`src/rtl/blink_rate_timer_pkg.sv`:
```
// Shared types and helpers for the blink rate timer.
// Rate-step codes and the period-minus-one helper.
package blink_rate_timer_pkg;

    typedef enum logic [1:0] {
        RATE_HOLD = 2'd0,
        RATE_UP   = 2'd1,
        RATE_DOWN = 2'd2
    } rate_step_e;

    // Period of rate k is 2^(min_log2+k); counter reloads with period-1.
    function automatic logic [63:0] period_m1(
        input int min_log2,
        input int k
    );
        return (64'd1 << (min_log2 + k)) - 64'd1;
    endfunction

endpackage

```
`src/rtl/blink_rate_timer_if.sv`:
```
// Control/beat bundle between button conditioner, timer and blinker.
// The timer side is the slave.
interface blink_rate_timer_if #(
    parameter int RATE_W = 3
);
    logic              en;
    logic              faster;
    logic              slower;
    logic              tick;
    logic [RATE_W-1:0] rate;

    modport master (
        output en,
        output faster,
        output slower,
        input  tick,
        input  rate
    );

    modport slave (
        input  en,
        input  faster,
        input  slower,
        output tick,
        output rate
    );
endinterface

```
`src/rtl/blink_rate_timer_reload_counter.sv`:
```
// Loadable down-counter: reloads from reload_val when it reaches zero.
// Holds while en is low.
module reload_counter #(
    parameter int W = 8
) (
    input  logic         clk,
    input  logic         rst,
    input  logic         en,
    input  logic [W-1:0] reload_val,
    input  logic [W-1:0] rst_val,
    output logic [W-1:0] count,
    output logic         zero
);
    logic [W-1:0] count_d;

    assign zero = (count == '0);

    always_comb begin
        count_d = count;
        if (en) count_d = zero ? reload_val : count - W'(1);
    end

    dffr #(.W(W)) u_count (
        .clk     (clk),
        .rst     (rst),
        .rst_val (rst_val),
        .d       (count_d),
        .q       (count)
    );
endmodule

```
`src/rtl/dffr.sv`:
```
// Resettable D flip-flop bank with a synchronous, active-high reset.
// The reset value is a port so it can be a derived constant.
module dffr #(
    parameter int W = 1
) (
    input  logic         clk,
    input  logic         rst,
    input  logic [W-1:0] rst_val,
    input  logic [W-1:0] d,
    output logic [W-1:0] q
);
    always_ff @(posedge clk) begin
        if (rst) q <= rst_val;
        else     q <= d;
    end
endmodule

```
`src/rtl/blink_rate_timer.sv`:
```
// Programmable power-of-two beat generator feeding the blinker.
// Owns the rate index; the period counter lives in reload_counter.
module blink_rate_timer
    import blink_rate_timer_pkg::*;
#(
    parameter int MIN_LOG2   = 20,
    parameter int NUM_RATES  = 6,
    parameter int RESET_RATE = 3,
    parameter int RATE_W     = 3,
    parameter int CNT_W      = MIN_LOG2 + NUM_RATES - 1
) (
    input logic               clk,
    input logic               rst,
    blink_rate_timer_if.slave bus
);
    localparam logic [RATE_W-1:0] RATE_MAX = RATE_W'(NUM_RATES - 1);
    localparam logic [RATE_W-1:0] RATE_RST = RATE_W'(RESET_RATE);
    localparam logic [CNT_W-1:0]  CNT_RST  =
        CNT_W'(period_m1(MIN_LOG2, RESET_RATE));

    logic [RATE_W-1:0] rate_q;
    logic [RATE_W-1:0] rate_d;
    rate_step_e        step;
    logic [CNT_W-1:0]  reload_val;
    logic [CNT_W-1:0]  cnt_unused;
    logic              zero;

    always_comb begin
        step = RATE_HOLD;
        unique case (1'b1)
            (bus.faster & ~bus.slower): step = RATE_DOWN;
            (bus.slower & ~bus.faster): step = RATE_UP;
            default:                    step = RATE_HOLD;
        endcase
    end

    // Saturate at both ends of the rate range.
    always_comb begin
        rate_d = rate_q;
        unique case (step)
            RATE_DOWN: if (rate_q != '0) rate_d = rate_q - RATE_W'(1);
            RATE_UP:   if (rate_q < RATE_MAX) rate_d = rate_q + RATE_W'(1);
            default:   rate_d = rate_q;
        endcase
    end

    dffr #(.W(RATE_W)) u_rate (
        .clk     (clk),
        .rst     (rst),
        .rst_val (RATE_RST),
        .d       (rate_d),
        .q       (rate_q)
    );

    // Reload uses the pre-edge rate, so a change lands on the next period.
    assign reload_val = CNT_W'(period_m1(MIN_LOG2, int'(rate_q)));

    reload_counter #(.W(CNT_W)) u_cnt (
        .clk        (clk),
        .rst        (rst),
        .en         (bus.en),
        .reload_val (reload_val),
        .rst_val    (CNT_RST),
        .count      (cnt_unused),
        .zero       (zero)
    );

    assign bus.tick = bus.en & ~rst & zero;
    assign bus.rate = rate_q;
endmodule

```
`src/flat_wrapper.sv`:
```
// flat-port wrapper written by rule: the top's interface ports become plain ports
module blink_rate_timer_flat import blink_rate_timer_pkg::*;
#(
    parameter int MIN_LOG2   = 20,
    parameter int NUM_RATES  = 6,
    parameter int RESET_RATE = 3,
    parameter int RATE_W     = 3,
    parameter int CNT_W      = MIN_LOG2 + NUM_RATES - 1
)
  (clk, rst, bus_en, bus_faster, bus_slower, bus_tick, bus_rate);
  blink_rate_timer_if #(.RATE_W(RATE_W)) bus_i ();
  input logic clk;
  input logic rst;
  input wire logic [$bits(bus_i.en)-1:0] bus_en;
  input wire logic [$bits(bus_i.faster)-1:0] bus_faster;
  input wire logic [$bits(bus_i.slower)-1:0] bus_slower;
  output wire logic [$bits(bus_i.tick)-1:0] bus_tick;
  output wire logic [$bits(bus_i.rate)-1:0] bus_rate;
  assign bus_i.en = bus_en;
  assign bus_i.faster = bus_faster;
  assign bus_i.slower = bus_slower;
  assign bus_tick = bus_i.tick;
  assign bus_rate = bus_i.rate;
  blink_rate_timer #(.MIN_LOG2(MIN_LOG2), .NUM_RATES(NUM_RATES), .RESET_RATE(RESET_RATE), .RATE_W(RATE_W), .CNT_W(CNT_W)) u_core (.clk(clk), .rst(rst), .bus(bus_i));
endmodule
```
`config.mk`:
```
export PLATFORM = sky130hd
export DESIGN_NAME = blink_rate_timer_flat
export DESIGN_NICKNAME = d
export VERILOG_FILES = /design/src/rtl/blink_rate_timer_pkg.sv /design/src/rtl/blink_rate_timer_if.sv /design/src/rtl/blink_rate_timer_reload_counter.sv /design/src/rtl/dffr.sv /design/src/rtl/blink_rate_timer.sv /design/src/flat_wrapper.sv
export SDC_FILE = /design/constraint.sdc
export NUM_CORES = 1
export LEC_CHECK = 0
export BUFFER_PORTS_ARGS = -buffer_cell sky130_fd_sc_hd__buf_2
export CAP_MARGIN = 0
export CORE_MARGIN = 3
export CORE_UTILIZATION = 64
export CTS_CLUSTER_DIAMETER = 30
export CTS_CLUSTER_SIZE = 14
export DETAILED_ROUTE_END_ITERATION = 10
export PLACE_DENSITY = 0.92
export SYNTH_ARGS = -nofsm -noshare
export SYNTH_HDL_FRONTEND = slang
export SYNTH_SLANG_ARGS = --single-unit
```
`constraint.sdc`:
```
create_clock -name clk -period 5.5 [get_ports clk]
set_input_delay 0 -clock clk [delete_from_list [all_inputs] [get_ports clk]]
set_output_delay 0 -clock clk [all_outputs]
set_load 0.02 [all_outputs]
```
==> Word-level counts from Yosys, hierarchy flattened <==
Cells that the tools add are included.
W data, S select, Z words.
{ "totals": {"reg_bits": 28, "in_bits": 5, "elab_cells": 29, "output_inout_bits": 4} }
{ "op_classes": {"n_reduce_logical": 4, "shift": 1, "bitwise": 7, "n_mux": 5, "magnitude_cmp": 1, "eq_ne": 4, "n_addsub": 5} }
{ "ops": {"columns": ["cell", "count"], "rows": [
  ["$sub A25 B1 Y25 const B", 2],
  ["$shl A1 B32 Y25 const A", 1],
  ["$logic_not A25 Y1", 1],
  ["$mux W25", 1],
  ["$add A5 B3 Y6 const A", 1],
  ["$mux W3", 2],
  ["$pmux W3 S2", 1],
  ["$and A1 B1 Y1", 4],
  ["$ne A2 B1 Y1 const B", 2],
  ["$pmux W2 S2", 1],
  ["$add A3 B1 Y3 const B", 1],
  ["$lt A3 B3 Y1 const B", 1],
  ["$not A1 Y1", 3],
  ["$reduce_and A3 Y1", 1],
  ["$reduce_bool A3 Y1", 1],
  ["$sub A3 B1 Y3 const B", 1],
  ["$eq A2 B1 Y1 const B", 1],
  ["$eq A2 B2 Y1 const B", 1],
  ["$reduce_bool A2 Y1", 1]
]} }

==> Logic depth before layout (Yosys ltp) <==
Gate-level depths: netlist (run 1).
{ "logic_depth": {"ltp_word": 6, "ltp_mapped": 8, "ltp_nobuf": 8} }

==> Modules after synthesis <==
A second synthesis (run 1) with hierarchy kept.
{ "unflattened": {"hier_cells": 260, "hier_area_um2": 2258.4} }
{ "modules_own_cells": {"columns": ["module", "area_each_um2", "seq_area_each_um2", "cells_each", "instances"], "rows": [
  ["dffr (u_core.u_cnt.u_count)", 908.4, 500.5, 53, 1],
  ["reload_counter", 890.9, 0.0, 150, 1],
  ["blink_rate_timer", 365.4, 0.0, 51, 1],
  ["dffr (u_core.u_rate)", 93.8, 60.1, 6, 1]
]} }

==> Least setup slack after synthesis (run 1) <==
No wires, ideal clock.
{ "synth_timing": {"path_type": "reg2reg", "startpoint": "register u_core.u_cnt.u_count.q[12]", "endpoint": "register u_core.u_cnt.u_count.q[23]", "setup_slack_ns": 3.671, "path_buffers": 0, "setup_time_ns": 0.067, "path_stages_with_launch": 6, "arrival_time_ns": 1.762, "synth_period_minus_slack_ns": 1.829, "t_required_ns": 5.433, "path_cell_list": "dfxtp_1 nor4_4 nand3_2 or3_1 or3_1 a21oi_2"} }
{ "synth_via": {"elab_chain_cells": 2, "word_cells_on_any_way": 3, "classes_between": "add/sub: 1; mux: 1; reduce/logical: 1"} }
{ "synth_lines": {"columns": ["element", "line", "text"], "rows": [
  ["start, declared", "dffr.sv:10", "output logic [W-1:0] q"],
  ["start signal, assigned", "dffr.sv:13", "if (rst) q <= rst_val;"],
  ["$sub A25 B1 Y25 / $logic_not A25 Y1 (equally long branches)", "blink_rate_timer_reload_counter.sv:20, blink_rate_timer_reload_counter.sv:16", null],
  ["$mux W25 (*)", "blink_rate_timer_reload_counter.sv:20", "if (en) count_d = zero ? reload_val : count - W'(1);"]
]} }
Every way passes the cells marked *; elsewhere a longest branch is shown, timed or not.
A chain may end at the register's enable or synchronous reset.

==> Final worst setup path (run 1) <==
{ "layout_timing": {"startpoint": "register u_core.u_cnt.u_count.q[2]", "endpoint": "register u_core.u_cnt.u_count.q[13]"} }
The elaborated chain is that of the path after synthesis.

==> qor.csv, run 1 <==
stage;metric;value;unit
clock_tree;clock_sinks;28;
worst_setup_path;crit_required;5.74;ns
drt;ant_nets;0;
clock_tree;cts_htree_levels;1;
place;dp_slack;3.48;ns
place;place_area;0.00162;mm²
global_route;grt_pass1_wl;5560;µm
worst_setup_path;reg2reg_from;u_core.u_cnt.u_count.q[2];
cells_and_area;area_delta_synth_final;6.96;%
sta;fin_crit;2.07;ns
clock_tree;insertion_delay;0.33;ns
worst_setup_path;reg2reg_slack;3.43;ns
sta;slew_violations;0;
die;row_count;17;
pwr;seqPwrFrac;0.548;
run_status;status;complete, no violations;
yosys;async_flop_share;0;
worst_setup_path;rr_worst_depth;4;
worst_hold_path;min_path_type;in -> reg;
sta;worst_slew_pin_slew;0.681;ns
die;die_area;0.00307;mm²
sta;setup_viol;0;
pwr;p_clk_frac;0.346;
yosys;synth_nets;183;
sta;fin_crit_sh;0.377;
clock_tree;clk_pin_slew;0.15;ns
clock_tree;cts_root_buf;clkbuf_4;
die;boundaryPins;9;
drt;drcViolationCount;0;
worst_setup_path;cp-end-kind;register;
pwr;comb_power_share;0.107;
flow_run;maxCapViolCount;0;
sta;hold_violations;0;
clock_tree;holdBufCountCts;0;
drt;wl_per_cell;15.4;µm
worst_setup_path;start_kind;register;
sta;rsz0062_at_grt;false;
die;dieWidth;55.4;µm
place;gp_congestion;0.850;
clock_tree;cts_made_buffers;3;
global_route;antenna_found_initial;0;
worst_setup_path;crit_type;reg -> reg;
yosys;ys_types;46;
die;start_util;0.694;
yosys;syn-instance-count;174;
drt;wl;3210;µm
die;coreArea;0.00225;mm²
drt;first_pass_iters;5;
pwr;p_leak;0.585;nW
cells_and_area;nFillCells;183;
worst_setup_path;critPathMaxFanout;7;
yosys;synth_seq_cells;28;
global_route;grt.overflow.total;0;
sta;finalClockSkew;0.00183;ns
yosys;syn_avg_cell_area;8.99;µm²
die;die_y;55.4;µm
yosys;synth_flop_cell;dfxtp_1;
clock_tree;cts_tree;built;
sta;tns;0;ns
cells_and_area;drive_above_1_share;0.122;
sta;setup_ws;3.43;ns
pwr;p_int;0.000300;W
clock_tree;post_cts_buffers;0;
global_route;grt_max_degree;33;
cells_and_area;diodes;0;
pwr;switching_share;0.245;
yosys;seq_area_frac_synth;0.358;
worst_setup_path;cp_data_arrival_time;2.31;ns
worst_setup_path;reg2reg_to;u_core.u_cnt.u_count.q[13];
yosys;synth_area;0.00156;mm²
drt;drt_iter0_drc;43;
drt;viasPerCell;6.45;
place;dp_hpwl;2300;µm
worst_setup_path;cp-endpoint;u_core.u_cnt.u_count.q[13];
yosys;synth-edff-count;0;
sta;hold_slack;0.0490;ns
cells_and_area;stdcell_area;0.00167;mm²
global_route;grt_pass1_vias;1276;
global_route;track_usage;0.220;
clock_tree;ctsLongestPathBuffers;2;
sta;max_freq;483;MHz
yosys;yosys_warnings;0;
sta;maxSlewHeadroom;0.543;
worst_setup_path;crit_path_start;u_core.u_cnt.u_count.q[2];
clock_tree;cts_resized;0;
pwr;powerDensity;238;mW/mm²
place;port_buffers;8;
pwr;ir_worst_vdd;0.248;mV
cells_and_area;nNetsFinal;191;
pwr;switchingPower;0.0000973;W
drt;vias;1349;
==> through the flow <==
stage	power, W	utilization	std cells
finish	0.000398	0.742	209
floorplan	0.000252	-	174
detailed placement	0.000264	0.719	205
global route	0.000415	0.742	209
CTS	0.000398	0.742	209
global placement	0.000261	0.719	205
==> synthesized netlist by cell type, types with 2 or more instances <==
| master | count | area [µm²] |
|---|---|---|
| nor4b_1 | 2 | 17.5 |
| and2_1 | 2 | 12.5 |
| xor2_1 | 6 | 52.6 |
| or3_1 | 4 | 25.0 |
| a21oi_1 | 5 | 25.0 |
| o21ai_0 | 2 | 10.0 |
| o21bai_1 | 2 | 15.0 |
| nor4_4 | 2 | 42.5 |
| and3_1 | 2 | 12.5 |
| ha_1 | 3 | 37.5 |
| nand2b_1 | 18 | 113 |
| nand2_1 | 8 | 30.0 |
| xnor2_1 | 14 | 123 |
| clkbuf_1 | 5 | 18.8 |
| nor2_1 | 11 | 41.3 |
| nand3_1 | 3 | 15.0 |
| nor3_1 | 13 | 65.1 |
| nand3b_1 | 2 | 15.0 |
| or4_1 | 3 | 22.5 |
| nand4_1 | 4 | 25.0 |
| dfxtp_1 | 28 | 561 |
| inv_1 | 9 | 33.8 |
| nor4_1 | 3 | 18.8 |
==> cell usage in the layout, fill, tap and decap left out, types with 3 or more instances in the layout <==
cell and count:
xor2_1 6, or3_1 4, nand3_1 3, nand2b_1 18
buf_2 8, nor2_1 11, nor3_1 13, xnor2_1 14
nand2_1 8, dfxtp_1 28, or4_1 3, nand4_1 4
nor4_1 3, clkbuf_4 3, a21oi_1 5, ha_1 3
inv_1 9
==> metal layers <==
layer / track usage / up-vias / wire length (µm)
li1: - / 632 / -
met1: 0.265 / 659 / 1370
met2: 0.380 / 46 / 1600
met3: 0.0631 / 12 / 165
met4: 0.0590 / 0 / 70
met5: 0 / - / 0
==> sequential cells by signal, indices dropped and copies added (netlist names) <==
signal / count
u_core.u_cnt.u_count.q: 25
u_core.u_rate.q: 3
==> kinds of logic (layout without fill, tap and decap cells) <==
group / after synthesis / after routing / synth area share
xor+xnor: 20 / 20 / 0.112
flops: 28 / 28 / 0.358
mux: 1 / 1 / 0.00640
simple gates: 89 / 89 / 0.367
buf+inv: 14 / 21 / 0.0336
compound gates: 18 / 18 / 0.0856
fa+ha+maj: 4 / 4 / 0.0368
==> critical path: stages (launching register included) <==
cell and delay (ns):
dfxtp_1 0.39, nor4b_2 0.56, nand4_1 0.39, o21a_1 0.28, or3_1 0.35
==> cell type report <==
class                           count  area (µm²)  area share
Inverter                            9        33.8      0.0202
Tap cell                           28        35.0      0.0209
Multi-Input combinational cell    132         951       0.568
Sequential cell                    28         561       0.335
Timing Repair Buffer                8        40.0      0.0239
Clock inverter                      1        30.0      0.0180
Clock buffer                        3        22.5      0.0135
==> how the worst min path moves through the flow <==
stage	startpoint	end	cells past startpoint
after floorplan	bus_en	u_core.u_cnt.u_count.q[22]	3
after global placement	bus_en	u_core.u_cnt.u_count.q[0]	3
after detailed placement	bus_en	u_core.u_cnt.u_count.q[0]	3
after CTS	bus_en	u_core.u_cnt.u_count.q[0]	3
after global routing	bus_en	u_core.u_cnt.u_count.q[1]	4
final	bus_en	u_core.u_cnt.u_count.q[0]	3
==> power groups by stage <==
stage                     clock network (W)  logic [W]  registers (W)
final                              0.000137  0.0000424       0.000218
after global routing               0.000149  0.0000473       0.000219
after CTS                          0.000138  0.0000423       0.000218
after detailed placement                  0  0.0000418       0.000222
after global placement                    0  0.0000394       0.000222
after floorplan                           0  0.0000266       0.000225
(Power assumes the default switching activity.)
==> inputs of run 2 (changes only) <==
--- a/config.mk
+++ b/config.mk
@@ -8,11 +8,11 @@
 export BUFFER_PORTS_ARGS = -buffer_cell sky130_fd_sc_hd__buf_2
 export CAP_MARGIN = 0
 export CORE_MARGIN = 3
-export CORE_UTILIZATION = 64
+export CORE_UTILIZATION = 54
 export CTS_CLUSTER_DIAMETER = 30
 export CTS_CLUSTER_SIZE = 14
 export DETAILED_ROUTE_END_ITERATION = 10
-export PLACE_DENSITY = 0.92
+export PLACE_DENSITY = 0.84
 export SYNTH_ARGS = -nofsm -noshare
 export SYNTH_HDL_FRONTEND = slang
 export SYNTH_SLANG_ARGS = --single-unit
==> constraint.sdc (replaced) <==
create_clock -name clk -period 1.7 [get_ports clk]
set_input_delay 0 -clock clk [delete_from_list [all_inputs] [get_ports clk]]
set_output_delay 0 -clock clk [all_outputs]
set_load 0.02 [all_outputs]
==> run 2 against run 1 <==
Net effect:
- critical path type unchanged
- the run now ends with negative setup slack left
- utilization up 12 points
- final area rose by 34%
- register-to-register slack worse by 3.7 ns
- worst setup slack got worse by 3.7 ns
- largest power group unchanged
- die area is 16% higher
- first-iteration DRC count grew to 3.6 times the previous value
==> qor.csv, run 2 (synthesis gave the netlist of run 1 again) <==
stage;metric;value;unit
worst_setup_path;reg2reg_to;u_core.u_cnt.u_count.q[17];
cells_and_area;area_delta_synth_final;43.8;%
drt;first_pass_iters;4;
flow_run;maxCapViolCount;0;
worst_setup_path;start_kind;register;
worst_setup_path;crit_required;1.95;ns
drt;wl;5510;µm
cells_and_area;reg_top3;u_core.u_cnt.u_count.q (25), u_core.u_rate.q (3);
drt;drcViolationCount;0;
cells_and_area;regMostFlops;u_core.u_cnt.u_count.q;
cells_and_area;diodes;0;
drt;viasPerCell;6.49;
worst_hold_path;min_to;u_core.u_cnt.u_count.q[0];
place;post-place-cells;245;
cells_and_area;nFillCells;123;
clock_tree;ctsLongestPathBuffers;2;
clock_tree;cts_htree_levels;1;
cells_and_area;stdcell_area;0.00225;mm²
global_route;grt_max_degree;32;
place;dp_hpwl;2880;µm
cells_and_area;fin_util;0.861;
cells_and_area;stdcell_count;264;
sta;fin_crit_sh;1.16;
clock_tree;cts_made_buffers;3;
global_route;track_usage;0.304;
pwr;seqPwrFrac;0.556;
worst_setup_path;cp-end-kind;register;
drt;drt_iter0_drc;155;
worst_hold_path;hold_path_depth;4;
run_status;status;finished with violations;
sta;setup_viol;15;
pwr;p_int;0.000892;W
global_route;grt.overflow.total;0;
sta;worst_slew_pin_slew;0.529;ns
worst_hold_path;min_path_type;in -> reg;
cells_and_area;largest_register_ffs;25;
pwr;powerDensity;551;mW/mm²
clock_tree;insertion_delay;0.34;ns
cells_and_area;layout_common_cells;buf_4 (48), dfxtp_1 (20), nand2b_1 (17);
place;port_buffers;8;
pwr;ir_worst_vdd;0.524;mV
drt;wl_per_cell;20.9;µm
cells_and_area;final_common_cell;buf_4;
place;dp_slack;-0.203;ns
die;boundaryPins;9;
worst_setup_path;crit_type;reg -> reg;
die;die_y;59.8;µm
die;dieWidth;59.8;µm
pwr;p_leak;0.966;nW
die;start_util;0.599;
sta;hold_violations;0;
drt;ant_nets;0;
sta;setup_ws;-0.265;ns
worst_setup_path;rr_worst_depth;10;
global_route;antenna_found_initial;0;
pwr;switching_share;0.280;
sta;finalClockSkew;0.00310;ns
clock_tree;cts_root_buf;clkbuf_4;
drt;vias;1713;
sta;slew_violations;0;
worst_setup_path;cp_data_arrival_time;2.22;ns
pwr;power.total;0.00124;W
place;place_area;0.00192;mm²
worst_setup_path;reg2reg_slack;-0.27;ns
global_route;grt_pass1_wl;8000;µm
pwr;comb_power_share;0.167;
place;gp_congestion;0.909;
worst_setup_path;critPathMaxFanout;4;
sta;max_freq;509;MHz
sta;maxSlewHeadroom;0.647;
cells_and_area;drive_above_1_share;0.432;
die;coreArea;0.00261;mm²
pwr;switchingPower;0.000347;W
sta;rsz0062_at_grt;true;
global_route;grt_pass1_vias;1712;
clock_tree;cts_tree;built;
worst_hold_path;holdCritStartpoint;bus_en;
die;row_count;18;
run_status;violations;negative setup slack;
cells_and_area;nNetsFinal;244;
die;die_area;0.00358;mm²
clock_tree;clock_sinks;28;
sta;fin_crit;1.97;ns
clock_tree;clk_pin_slew;0.16;ns
worst_setup_path;reg2reg_from;u_core.u_cnt.u_count.q[2];
pwr;p_clk_frac;0.278;
clock_tree;holdBufCountCts;0;
[run 2: final cells by class]
cell class	instances	area, µm²	share of cell area
inverter	9	33.8	0.0150
sequential	28	571	0.254
timing repair buffer	61	463	0.206
clock buffer	4	36.3	0.0161
tap	30	37.5	0.0167
multi-input combinational	132	1110	0.492
[run 2: worst max-delay path by stage]
stage	from	endpoint	slack [ns]
floorplan	u_core.u_cnt.u_count.q[8]	u_core.u_cnt.u_count.q[23]	-0.05
global placement	u_core.u_cnt.u_count.q[3]	u_core.u_cnt.u_count.q[23]	-0.04
detailed placement	u_core.u_cnt.u_count.q[2]	u_core.u_cnt.u_count.q[23]	-0.20
finish	u_core.u_cnt.u_count.q[2]	u_core.u_cnt.u_count.q[17]	-0.27
global route	u_core.u_cnt.u_count.q[2]	u_core.u_cnt.u_count.q[24]	-0.34
CTS	u_core.u_cnt.u_count.q[6]	u_core.u_cnt.u_count.q[23]	-0.14
[run 2: per-layer routing]
layer / part of all wire / global-route usage
met3: 0.081 / 0.0734
met1: 0.35 / 0.321
met5: 0 / 0
met2: 0.49 / 0.502
met4: 0.082 / 0.256
[run 2: metrics by stage]
stage | hold slack [ns] | TNS, ns
2_1_floorplan | 0.254 | -0.0521
3_3_place_gp | 0.415 | -0.0562
3_5_place_dp | 0.432 | -0.522
4_1_cts | 0.0862 | -0.617
5_1_grt | 0.105 | -3.20
6_report | 0.0949 | -2.16
[run 2: repair_timing]
| item | CTS | global route |
|---|---|---|
| buffers inserted | 8 | 8 |
| gates resized for setup | 19 | 18 |
| pin swaps | 14 | 15 |
| endpoints found under the hold margin | 0 | 0 |
| endpoints found under the setup margin | 14 | 17 |
[run 2: power by group through the flow]
stage	clock (W)	combinational, W	sequential (W)
finish	0.000344	0.000207	0.000689
floorplan	0	0.0000863	0.000728
CTS	0.000337	0.000195	0.000685
detailed placement	0	0.000189	0.000699
global route	0.000367	0.000228	0.000689
global placement	0	0.000178	0.000698
[run 2: critical path: stages (launching register included)]
cell      delay [ns]
dfxtp_2         0.36
buf_6           0.13
nor4b_4         0.32
buf_4           0.17
nand4_1         0.09
buf_6           0.15
buf_4           0.13
buf_6           0.13
nor3b_2         0.19
xnor2_1         0.13
nand2b_1        0.07
